**src/rtl/bound_flasher_pkg.sv**
```systemverilog
// Shared types and helpers for the parametrised bound flasher.
// Provides the FSM state encoding, counter width and the bar decoder.
package bound_flasher_pkg;

  localparam int KICK_CNT_W = 8;
  localparam int BAR_MAX    = 64;

  typedef enum logic [2:0] {
    IDLE      = 3'd0,
    UP_FULL   = 3'd1,
    DOWN_LOW  = 3'd2,
    UP_MID    = 3'd3,
    DOWN_ZERO = 3'd4,
    UP_FULL2  = 3'd5,
    DOWN_END  = 3'd6,
    KICK      = 3'd7
  } bf_state_t;

  // Lit count to lamp bar; only the low n bits are meaningful.
  function automatic logic [BAR_MAX-1:0] lit_to_bar(
    input logic [6:0] lit,
    input logic       mir,
    input int         n
  );
    logic [BAR_MAX-1:0] bar;
    bar = '0;
    for (int i = 0; i < BAR_MAX; i++) begin
      if (i < n && i < int'(lit)) begin
        if (mir) bar[6'(n-1-i)] = 1'b1;
        else     bar[6'(i)]     = 1'b1;
      end
    end
    return bar;
  endfunction

endpackage

```
**src/rtl/bound_flasher_param_tick_gen.sv**
```systemverilog
// Step-rate prescaler: tick_o is high once every TICK_DIV clocks.
// Ports: clk_i, rst_ni (async active-low), tick_o.
module bf_tick_gen #(
  parameter int TICK_DIV = 1
) (
  input  logic clk_i,
  input  logic rst_ni,
  output logic tick_o
);

  localparam int CW = (TICK_DIV > 1) ? $clog2(TICK_DIV) : 1;
  localparam logic [CW-1:0] LAST = CW'(TICK_DIV - 1);

  logic [CW-1:0] cnt_q, cnt_d;

  assign tick_o = (cnt_q == LAST);
  assign cnt_d  = tick_o ? '0 : cnt_q + 1'b1;

  always_ff @(posedge clk_i or negedge rst_ni) begin
    if (!rst_ni) cnt_q <= '0;
    else         cnt_q <= cnt_d;
  end

endmodule

```
**src/rtl/bound_flasher_param.sv**
```systemverilog
// Parametrised bound flasher: ramps an N_LED lamp bar with kickback.
// Ports: clk, reset (async low), flick, mirror -> LED, current_state,
// current_index, kick_count. Macro BF_FLICK_EDGE_EN: edge-detect flick.
module bound_flasher_param
  import bound_flasher_pkg::*;
#(
  parameter int N_LED     = 16,
  parameter int LOW_BOUND = 5,
  parameter int MID_BOUND = 11,
  parameter int KICK_LO   = 6,
  parameter int KICK_HI   = 11,
  parameter int TICK_DIV  = 1,
  localparam int IW = $clog2(N_LED + 1)
) (
  input  logic                  clk,
  input  logic                  reset,
  input  logic                  flick,
  input  logic                  mirror,
  output logic [N_LED-1:0]      LED,
  output logic [2:0]            current_state,
  output logic [IW-1:0]         current_index,
  output logic [KICK_CNT_W-1:0] kick_count
);

  if (!(N_LED >= 4 && N_LED <= 64 &&
        LOW_BOUND > 0 && LOW_BOUND < MID_BOUND &&
        MID_BOUND <= N_LED && KICK_LO < KICK_HI &&
        KICK_HI <= N_LED && TICK_DIV >= 1)) begin : g_bad_params
    $error("bound_flasher_param: illegal parameters");
  end

  localparam logic [IW-1:0] L_FULL    = IW'(N_LED);
  localparam logic [IW-1:0] L_FULL_M1 = IW'(N_LED - 1);
  localparam logic [IW-1:0] L_LOW     = IW'(LOW_BOUND);
  localparam logic [IW-1:0] L_LOW_P1  = IW'(LOW_BOUND + 1);
  localparam logic [IW-1:0] L_MID     = IW'(MID_BOUND);
  localparam logic [IW-1:0] L_MID_M1  = IW'(MID_BOUND - 1);
  localparam logic [IW-1:0] L_KLO     = IW'(KICK_LO);
  localparam logic [IW-1:0] L_KHI     = IW'(KICK_HI);
  localparam logic [IW-1:0] L_ONE     = IW'(1);

  logic tick;
  logic flick_s;

  bf_tick_gen #(.TICK_DIV(TICK_DIV)) u_tick (
    .clk_i  (clk),
    .rst_ni (reset),
    .tick_o (tick)
  );

`ifdef BF_FLICK_EDGE_EN
  logic flick_q, flick_qq, sticky_q, flick_rise;

  assign flick_rise = flick_q & ~flick_qq;
  // A rise waits here until a tick consumes it.
  assign flick_s    = sticky_q | flick_rise;

  always_ff @(posedge clk or negedge reset) begin
    if (!reset) begin
      flick_q  <= 1'b0;
      flick_qq <= 1'b0;
      sticky_q <= 1'b0;
    end else begin
      flick_q  <= flick;
      flick_qq <= flick_q;
      sticky_q <= tick ? 1'b0 : flick_s;
    end
  end
`else
  assign flick_s = flick;
`endif

  bf_state_t             state_q, state_d;
  bf_state_t             ret_q, ret_d;
  logic [IW-1:0]         lit_q, lit_d;
  logic [KICK_CNT_W-1:0] kick_q, kick_d;
  logic                  kick_pt;

  assign kick_pt = (lit_q == L_KLO) || (lit_q == L_KHI);

  always_ff @(posedge clk or negedge reset) begin
    if (!reset) begin
      state_q <= IDLE;
      ret_q   <= UP_FULL;
      lit_q   <= '0;
      kick_q  <= '0;
    end else begin
      state_q <= state_d;
      ret_q   <= ret_d;
      lit_q   <= lit_d;
      kick_q  <= kick_d;
    end
  end

  // Ramps clamp to their target, so the reaching edge also moves state.
  always_comb begin
    state_d = state_q;
    ret_d   = ret_q;
    lit_d   = lit_q;
    kick_d  = kick_q;
    if (tick) begin
      unique case (state_q)
        IDLE: begin
          if (flick_s) state_d = UP_FULL;
        end
        UP_FULL, UP_FULL2: begin
          if (flick_s && kick_pt) begin
            state_d = KICK;
            ret_d   = state_q;
            if (kick_q != '1) kick_d = kick_q + 1'b1;
          end else if (lit_q >= L_FULL_M1) begin
            lit_d   = L_FULL;
            state_d = (state_q == UP_FULL) ? DOWN_LOW : DOWN_END;
          end else begin
            lit_d = lit_q + 1'b1;
          end
        end
        DOWN_LOW: begin
          if (lit_q <= L_LOW_P1) begin
            lit_d   = L_LOW;
            state_d = UP_MID;
          end else begin
            lit_d = lit_q - 1'b1;
          end
        end
        UP_MID: begin
          if (lit_q >= L_MID_M1) begin
            lit_d   = L_MID;
            state_d = DOWN_ZERO;
          end else begin
            lit_d = lit_q + 1'b1;
          end
        end
        DOWN_ZERO, DOWN_END, KICK: begin
          if (lit_q <= L_ONE) begin
            lit_d = '0;
            unique case (state_q)
              DOWN_ZERO: state_d = UP_FULL2;
              DOWN_END:  state_d = IDLE;
              default:   state_d = ret_q;
            endcase
          end else begin
            lit_d = lit_q - 1'b1;
          end
        end
        default: state_d = IDLE;
      endcase
    end
  end

  logic [BAR_MAX-1:0] bar;
  logic               unused_bar;

  assign bar        = lit_to_bar(7'(lit_q), mirror, N_LED);
  assign unused_bar = ^bar;

  assign LED           = bar[N_LED-1:0];
  assign current_state = state_q;
  assign current_index = lit_q;
  assign kick_count    = kick_q;

endmodule

```
**config.mk**
```make
export PLATFORM = sky130hd
export DESIGN_NAME = bound_flasher_param
export DESIGN_NICKNAME = d
export VERILOG_FILES = /design/src/rtl/bound_flasher_pkg.sv /design/src/rtl/bound_flasher_param_tick_gen.sv /design/src/rtl/bound_flasher_param.sv
export SDC_FILE = /design/constraint.sdc
export NUM_CORES = 1
export LEC_CHECK = 0
export CAP_MARGIN = 5
export CELL_PAD_IN_SITES_DETAIL_PLACEMENT = 0
export CELL_PAD_IN_SITES_GLOBAL_PLACEMENT = 2
export CORE_MARGIN = 2
export CORE_UTILIZATION = 23
export CTS_BUF_LIST = sky130_fd_sc_hd__clkbuf_8
export DETAILED_ROUTE_END_ITERATION = 7
export PLACE_DENSITY_LB_ADDON = 0.1
export SLEW_MARGIN = 20
export SYNTH_ARGS = -nofsm -noshare
export SYNTH_HDL_FRONTEND = slang
export SYNTH_SLANG_ARGS = --single-unit
export TNS_END_PERCENT = 10
```
**constraint.sdc**
```tcl
create_clock -name clk -period 4.75 [get_ports clk]
set_clock_uncertainty 0.2 [all_clocks]
set_input_delay 1.1875 -clock clk [delete_from_list [all_inputs] [get_ports clk]]
set_output_delay 1.1875 -clock clk [all_outputs]
set_load 0.02 [all_outputs]
```
==> results of run 1 <==
sequential cells by signal, indices dropped and copies added, names as in the netlist:
register       count
kick_count         8
current_index      5
current_state      3
ret_q              3
cells by family (layout without fill, tap and decap cells):
| logic type | count (synthesis) | count (layout) | share of synthesized area [%] |
|---|---|---|---|
| AO/OA/AOI/OAI | 68 | 68 | 29.7 |
| XOR/XNOR | 7 | 7 | 4.34 |
| adder cells (fa/ha/maj) | 5 | 5 | 3.95 |
| buffers and inverters | 24 | 52 | 7.03 |
| flip-flops | 19 | 19 | 30.1 |
| multiplexers | 3 | 3 | 2.05 |
| AND/OR/NAND/NOR | 69 | 69 | 22.8 |
through the flow:
step,area (µm²),worst slack (ns)
final,2030,0.406
after global routing,2030,0.317
after CTS,2030,0.419
after detailed placement,1990,0.426
after global placement,1990,0.460
after floorplan,1580,1.25
layer usage:
metal,share of wire (%),wire [µm],track usage (%)
met1,45,2230,17.7
met2,51,2510,22.6
met3,3.8,191,1.61
met4,0.46,23,2.41
met5,0,0,0
worst paths after layout:
check | end | depth (start not counted) | start
hold / removal | ret_q[1] | 1 | ret_q[1]
max in group asynchronous | current_index[1] | 1 | reset
min in group asynchronous | current_state[0] | 1 | reset
setup reg to reg | current_index[4] | 7 | current_index[0]
hold reg to reg | ret_q[1] | 1 | ret_q[1]
setup / recovery | LED[13] | 5 | mirror
cell usage in the layout (no fill, tap or decap), types with 3 or more instances in the layout:
cell,Yosys,final
clkdlybuf4s50_1,0,35
a221o_1,4,4
nand3_1,4,4
nand2_1,27,27
xnor2_1,5,5
dfrtp_1,18,18
ha_1,5,5
inv_1,9,9
clkbuf_8,0,3
buf_4,1,4
and2_1,3,3
nand2b_1,3,3
nor3_1,4,4
nor2_1,11,11
o211ai_1,4,4
nand4_1,4,4
a31oi_1,5,5
o21ai_0,23,23
a21oi_1,10,10
a21o_1,3,3
cell type report:
| class | count | area, µm² |
|---|---|---|
| Multi-Input combinational cell | 152 | 996 |
| Tap cell | 80 | 100 |
| Inverter | 9 | 33.8 |
| Sequential cell | 19 | 477 |
| Fill cell | 735 | 4690 |
| Clock inverter | 1 | 5.00 |
| Timing Repair Buffer | 39 | 380 |
| Clock buffer | 3 | 41.3 |
worst reg2reg max path: stages, from the launching register on:
cell and delay [ns]:
dfrtp_1 0.73, inv_1 0.20, ha_1 0.27, nand3b_1 0.16
a2111oi_4 0.15, a31oi_1 0.62, o21ai_0 0.21, a22o_1 0.23
power groups by stage:
stage               registers (mW)  logic, mW  clock network [mW]
floorplan                    0.317      0.663                   0
global placement             0.342       1.02                   0
detailed placement           0.344       1.02                   0
CTS                          0.340       1.03               0.123
global route                 0.353       1.12               0.131
finish                       0.340       1.02               0.115
==> results.toml, run 1 <==
[floorplan]
die_width_um = 87.0
dieArea_mm2 = 0.00757
die_y_um = 87.0
initial_utilization_pct = 23.6
core_mm2 = 0.00672
io_pins = 36
rows = 30

[synthesis]
syn-num-nets = 204
syn_area_mm2 = 0.00158
synth_area_leaders = "dfrtp_1, o21ai_0, nand2_1, ha_1, a21oi_1"
async_flop_share_pct = 100
synth_edf_count = 0
synth_top_area_share_pct = 28.4
yosysWarningCount = 0
synth.most_common_cell = "nand2_1"
synth.avg_cell_area_um2 = 8.12
ys_types = 53
synth_ff_type = "dfrtp_1"
ys_seq_elements = 19
netlist_instances = 195
yosysTopAreaCell = "dfrtp_1"
ys_seq_area_share_pct = 30.1
yosys-top-cells-count = "nand2_1, o21ai_0, dfrtp_1"

[sta]
finalMaxSlewViolations = 0
fin_crit_sh_pct = 91.5
worstMarginPinSlew_ns = 0.888
rsz0062_at_grt = "no"
max_freq_mhz = 230
setup_viol = 0
holdWs_ns = 0.291
hold_violations = 0
fin_setup_tns_ns = 0
slew_headroom_pct = 40.6
min_period_ns = 4.34

[grt]
grt_max_degree = 26
grt_overflow = 0
grt_pass1_vias = 1527
grt_first_pass_wirelength_um = 7960
antenna_found_initial = 0
grt_usage_pct = 13.1

[power]
combinationalPowerShare_pct = 69.2
p_sw_mw = 0.757
power.leakage_nw = 0.855
power.internal_mw = 0.720
clock_power_share_pct = 7.8
p_seq_share_pct = 23.0
p_sw_share_pct = 51.3
ir_drop_v = 0.000236
finalPower_mw = 1.48
pwr_density_cell_mw_per_mm2 = 727

[place]
place_congestion = 0.813
io_buffers = 35
dp.final_hpwl_um = 3650
placedCellCount = 299

[setup_path]
critPathTopFamily = "buffers and inverters"
timing.reg2reg.setup_slack_ns = 1.88
cp_common_cell = "clkdlybuf4s50_1"
cp_slowest_cell = "clkdlybuf4s50_1"
critPathMaxFanout = 12
cp_data_arrival_time_ns = 2.96
cp_slowest_stage_delay_ns = 0.54
cp.buffers_inverters = 3
startpoint_type = "input port"
cp-end-kind = "output port"
required_ns = 3.36
path_cells = "clkdlybuf4s50_1, inv_1, o21ai_0, a221o_1, clkdlybuf4s50_1"
path_class = "input port to output port"

[route]
routed_wl_um = 4960
drc = 0
routed_via_density = 5.35
wl_per_cell_um = 16.4
via_count = 1621
ant_nets = 0
drt_iter0_drc = 99
drt_pre_antenna_iters = 4

[clock_tree]
cts_buffer_depth = 2
cts_resized = 0
root_buffer = "clkbuf_8"
cts.hold.buffers_added = 0
htree_num_levels = 1
clk_pin_slew_ns = 0.08
numCtsBuffers = 3
postCtsSetupBuffers = 0
tritoncts = "built"
clk_latency_ns = 0.25
cts.sinks = 19

[job]
max_cap_viol_count = 0

[final_layout]
layout-drive-gt1-share_pct = 7.17
area_growth_pct = 28.4
antennaDiodeCount = 0
fin_cells = 303
fin_nets = 233
utilization_pct = 30.3

[run_status]
status = "finished clean"

[worst_hold_path]
hold_path.class = "register to register"
Note: power is estimated with default switching activity, not from simulation.
==> inputs of run 2 (changes only) <==
- PLACE_DENSITY: default -> 0.69
- PLACE_DENSITY_LB_ADDON: 0.1 -> default
==> run 2 against run 1 <==
  * Die area unchanged
  * Global-route usage decreased by 0.46 points
  * Via count decreased by 4.0%
  * Sequential share of layout area increased by 0.058 points
  * Register-to-register slack improved by 0.08 ns
  * Non-clock buffer count decreased by 1
  * Power decreased by 1.4%
  * Worst hold slack improved by 0.0047 ns
  * Fmax increased by 0.94%
  * Routed wire length decreased by 7.4%
  * Combinational power decreased by 5%
  * Clock power increased by 8%
  * Largest power group unchanged
==> results.toml, run 2 (synthesized netlist as in run 1, its figures left out) <==
[run_status]
status = "finished clean"

[setup_path]
required_ns = 3.36
cp_data_arrival_time_ns = 2.92
critPathMaxFanout = 12
startpoint_type = "input port"
path_class = "input port to output port"
cp-end-kind = "output port"

[final_layout]
largest_reg_flops = 8
fin_nets = 232
multi_input_area_um2 = 996
utilization_pct = 30.2
area_growth_pct = 28.0
layout-drive-gt1-share_pct = 6.76
final_cell_mix = "clkdlybuf4s50_1, nand2_1, o21ai_0"
layout_commonest_cell = "clkdlybuf4s50_1"
fin_cells = 302
register_area_um2 = 477
antennaDiodeCount = 0
num-fill-cells = 726

[worst_hold_path]
hold_path.class = "register to register"

[floorplan]
io_pins = 36
core_mm2 = 0.00672
die_y_um = 87.0
initial_utilization_pct = 23.6
die_width_um = 87.0
rows = 30
dieArea_mm2 = 0.00757

[route]
routed_via_density = 5.15
via_count = 1556
drt_pre_antenna_iters = 4
wl_per_cell_um = 15.2
drc = 0
drt_iter0_drc = 29
ant_nets = 0
routed_wl_um = 4600

[grt]
antenna_found_initial = 0
grt_overflow = 0
grt_usage_pct = 12.7
grt_max_degree = 28
grt_first_pass_wirelength_um = 7720
grt_pass1_vias = 1536

[clock_tree]
clk_pin_slew_ns = 0.09
clk_latency_ns = 0.27
root_buffer = "clkbuf_8"
cts_resized = 0
postCtsSetupBuffers = 0
htree_num_levels = 1
cts.hold.buffers_added = 0
cts_buffer_depth = 2
tritoncts = "built"
numCtsBuffers = 3
cts.sinks = 19

[power]
combinationalPowerShare_pct = 66.7
p_sw_share_pct = 50.8
p_sw_mw = 0.740
clock_power_share_pct = 8.5
power.internal_mw = 0.716
ir_drop_v = 0.000177
power.leakage_nw = 0.846
p_seq_share_pct = 24.8
pwr_density_cell_mw_per_mm2 = 718

[sta]
fin_setup_tns_ns = 0
finalMaxSlewViolations = 0
setup_viol = 0
hold_violations = 0
rsz0062_at_grt = "no"
min_period_ns = 4.30
max_freq_mhz = 232
slew_headroom_pct = 37.6
worstMarginPinSlew_ns = 0.933
fin_crit_sh_pct = 90.6

[place]
io_buffers = 35
place_congestion = 0.781
placedCellCount = 298
dp.final_hpwl_um = 3270

[job]
max_cap_viol_count = 0
run 2: through the flow:
stage	power, mW	setup WS, ns	cell area (µm²)	hold WS (ns)
floorplan	0.980	1.25	1580	0.257
global placement	1.35	0.449	1980	0.273
detailed placement	1.35	0.435	1980	0.276
CTS	1.47	0.436	2030	0.300
global route	1.59	0.374	2030	0.324
finish	1.46	0.446	2030	0.296
run 2: cell type report:
class | instances | area share, %
clock buffer | 3 | 2.04
clock inverter | 1 | 0.370
inverter | 9 | 1.67
multi-input combinational | 152 | 49.1
sequential | 19 | 23.5
tap | 80 | 4.94
timing repair buffer | 38 | 18.4
run 2: per-layer routing:
layer | vias to the layer above | track usage [%] | wire length [µm]
met5 | - | 0 | 0
li1 | 773 | - | -
met3 | 5 | 1.80 | 150
met1 | 748 | 17.9 | 2270
met2 | 30 | 19.8 | 2120
met4 | 0 | 4.12 | 57
run 2: path summary, 6_finish.rpt:
check	start	end	slack [ns]	cells past startpoint
min reg2reg	ret_q[1]	ret_q[1]	0.30	1
min	ret_q[1]	ret_q[1]	0.30	1
max	mirror	LED[13]	0.45	5
max in group asynchronous	reset	current_index[2]	2.54	1
min in group asynchronous	reset	kick_count[0]	1.23	1
max reg2reg	current_index[0]	current_index[3]	1.96	7
run 2: worst max-delay path: stages:
cell             delay [ns]
clkdlybuf4s50_1        0.42
inv_1                  0.27
o21ai_0                0.15
a221o_1                0.36
clkdlybuf4s50_1        0.53
run 2: power by group through the flow:
stage	Sequential, mW	Clock (mW)	Combinational [mW]
2_1_floorplan	0.317	0	0.663
6_report	0.360	0.124	0.971
3_5_place_dp	0.366	0	0.980
4_1_cts	0.363	0.127	0.982
3_3_place_gp	0.369	0	0.986
5_1_grt	0.384	0.135	1.07
==> inputs of run 3 (changes only) <==
- CORE_UTILIZATION: 23 -> 32
- PLACE_DENSITY: 0.69 -> 0.9
==> run 3 against run 2 <==
  * Combinational power grew 5%
  * Worst hold slack better by 0.0029 ns
  * Sequential cell count did not move
  * Count of clock-buffer cells in the layout stayed put
  * Critical path type unchanged
  * Critical endpoint unchanged
  * Largest power group unchanged
  * Highest routed layer unchanged
==> results.toml, run 3 (synthesized netlist as in run 1, its figures left out) <==
[final_layout]
layout_commonest_cell = "clkdlybuf4s50_1"
fin_nets = 234
largest_reg_flops = 8
layout-drive-gt1-share_pct = 7.59
num-fill-cells = 506
area_growth_pct = 27.8
fin_cells = 291
final_area_mm2 = 0.00202
antennaDiodeCount = 0
final_cell_mix = "clkdlybuf4s50_1, nand2_1, o21ai_0"

[route]
drc = 0
ant_nets = 0
wl_per_cell_um = 15.1
via_count = 1568
routed_wl_um = 4390
routed_via_density = 5.39
drt_pre_antenna_iters = 4
drt_iter0_drc = 74

[sta]
min_period_ns = 4.30
worstMarginPinSlew_ns = 0.912
max_freq_mhz = 232
layout_setup_ws_ns = 0.446
finalMaxSlewViolations = 0
fin_crit_sh_pct = 90.6
setup_viol = 0
rsz0062_at_grt = "no"
slew_headroom_pct = 39.0
fin_setup_tns_ns = 0
hold_violations = 0

[power]
p_seq_share_pct = 22.7
p_sw_mw = 0.740
power.leakage_nw = 0.861
combinationalPowerShare_pct = 69.3
p_sw_share_pct = 50.5
clock_power_share_pct = 8.0
ir_drop_v = 0.000246
power.internal_mw = 0.727
pwr_density_cell_mw_per_mm2 = 725

[floorplan]
rows = 25
core_mm2 = 0.00475
die_width_um = 74.4
dieArea_mm2 = 0.00553
initial_utilization_pct = 33.3
die_y_um = 74.4
io_pins = 36

[place]
place_ws_ns = 0.460
dp.final_hpwl_um = 3060
place_congestion = 0.789
placedCellCount = 287
io_buffers = 35
placedInstanceArea_mm2 = 0.00198

[setup_path]
path_class = "input port to output port"
timing.rr.end = "kick_count[1]"
worstRegToRegCells = 6
required_ns = 3.36
timing.reg2reg.setup_slack_ns = 2.01
cp_data_arrival_time_ns = 2.92
critPathMaxFanout = 12
cp-end-kind = "output port"
startpoint_type = "input port"
r2r_start = "current_index[0]"

[grt]
antenna_found_initial = 0
grt_overflow = 0
grt_usage_pct = 16.7
grt_first_pass_wirelength_um = 7340
grt_pass1_vias = 1473
grt_max_degree = 25

[clock_tree]
postCtsSetupBuffers = 0
clk_latency_ns = 0.25
clk_pin_slew_ns = 0.08
cts_buffer_depth = 2
numCtsBuffers = 3
tritoncts = "built"
cts.hold.buffers_added = 0
cts.sinks = 19
cts_resized = 0
htree_num_levels = 1
root_buffer = "clkbuf_8"

[run_status]
status = "finished clean"

[worst_hold_path]
hold_depth = 1
min-delay-start = "ret_q[1]"
hold_path.class = "register to register"
worstHoldEndpoint = "ret_q[1]"

[job]
max_cap_viol_count = 0
run 3: cell types whose count changed in the layout (fill, tap and decap cells not counted), sizes merged:
cell	change
buf	+2
clkinv	+1
clkinvlp	-1
run 3: power groups by stage:
stage	Combinational (mW)	Sequential (mW)	Clock, mW
after CTS	1.02	0.332	0.121
after global routing	1.11	0.352	0.128
final	1.02	0.333	0.117
after floorplan	0.663	0.317	0
after global placement	1.01	0.336	0
after detailed placement	1.01	0.335	0
run 3: worst max path at each step:
stage | from | to | slack, ns | cells after the start
2_1_floorplan | mirror | LED[5] | 1.25 | 4
3_3_place_gp | mirror | LED[13] | 0.47 | 5
3_5_place_dp | mirror | LED[13] | 0.46 | 5
4_1_cts | mirror | LED[13] | 0.45 | 5
5_1_grt | mirror | LED[13] | 0.35 | 5
6_report | mirror | LED[13] | 0.45 | 5
run 3: layout make-up:
class / instances / area [µm²] / area share (%)
multi-input combinational: 152 / 996 / 49.2
sequential: 19 / 477 / 23.5
timing repair buffer: 40 / 388 / 19.2
tap: 67 / 83.8 / 4.14
clock buffer: 3 / 41.3 / 2.04
inverter: 9 / 33.8 / 1.67
clock inverter: 1 / 5.00 / 0.247
run 3: worst max-delay path, cell delays in order:
cell and delay [ns]:
clkdlybuf4s50_1 0.42, inv_1 0.26, o21ai_0 0.15, a221o_1 0.36, clkdlybuf4s50_1 0.53
run 3: routing by layer:
| layer | up-vias | wire length (µm) | track usage (%) |
|---|---|---|---|
| li1 | 771 | - | - |
| met1 | 747 | 2120 | 23.8 |
| met2 | 46 | 2040 | 27.4 |
| met3 | 4 | 187 | 1.90 |
| met4 | 0 | 49 | 3.97 |
| met5 | - | 0 | 0 |
run 3: through the flow:
step / utilization [%] / hold slack [ns] / total power, mW
after floorplan: - / 0.257 / 0.980
after global placement: 41.6 / 0.271 / 1.35
after detailed placement: 41.6 / 0.286 / 1.35
after CTS: 42.6 / 0.304 / 1.47
after global routing: 42.6 / 0.337 / 1.59
final: 42.6 / 0.299 / 1.47
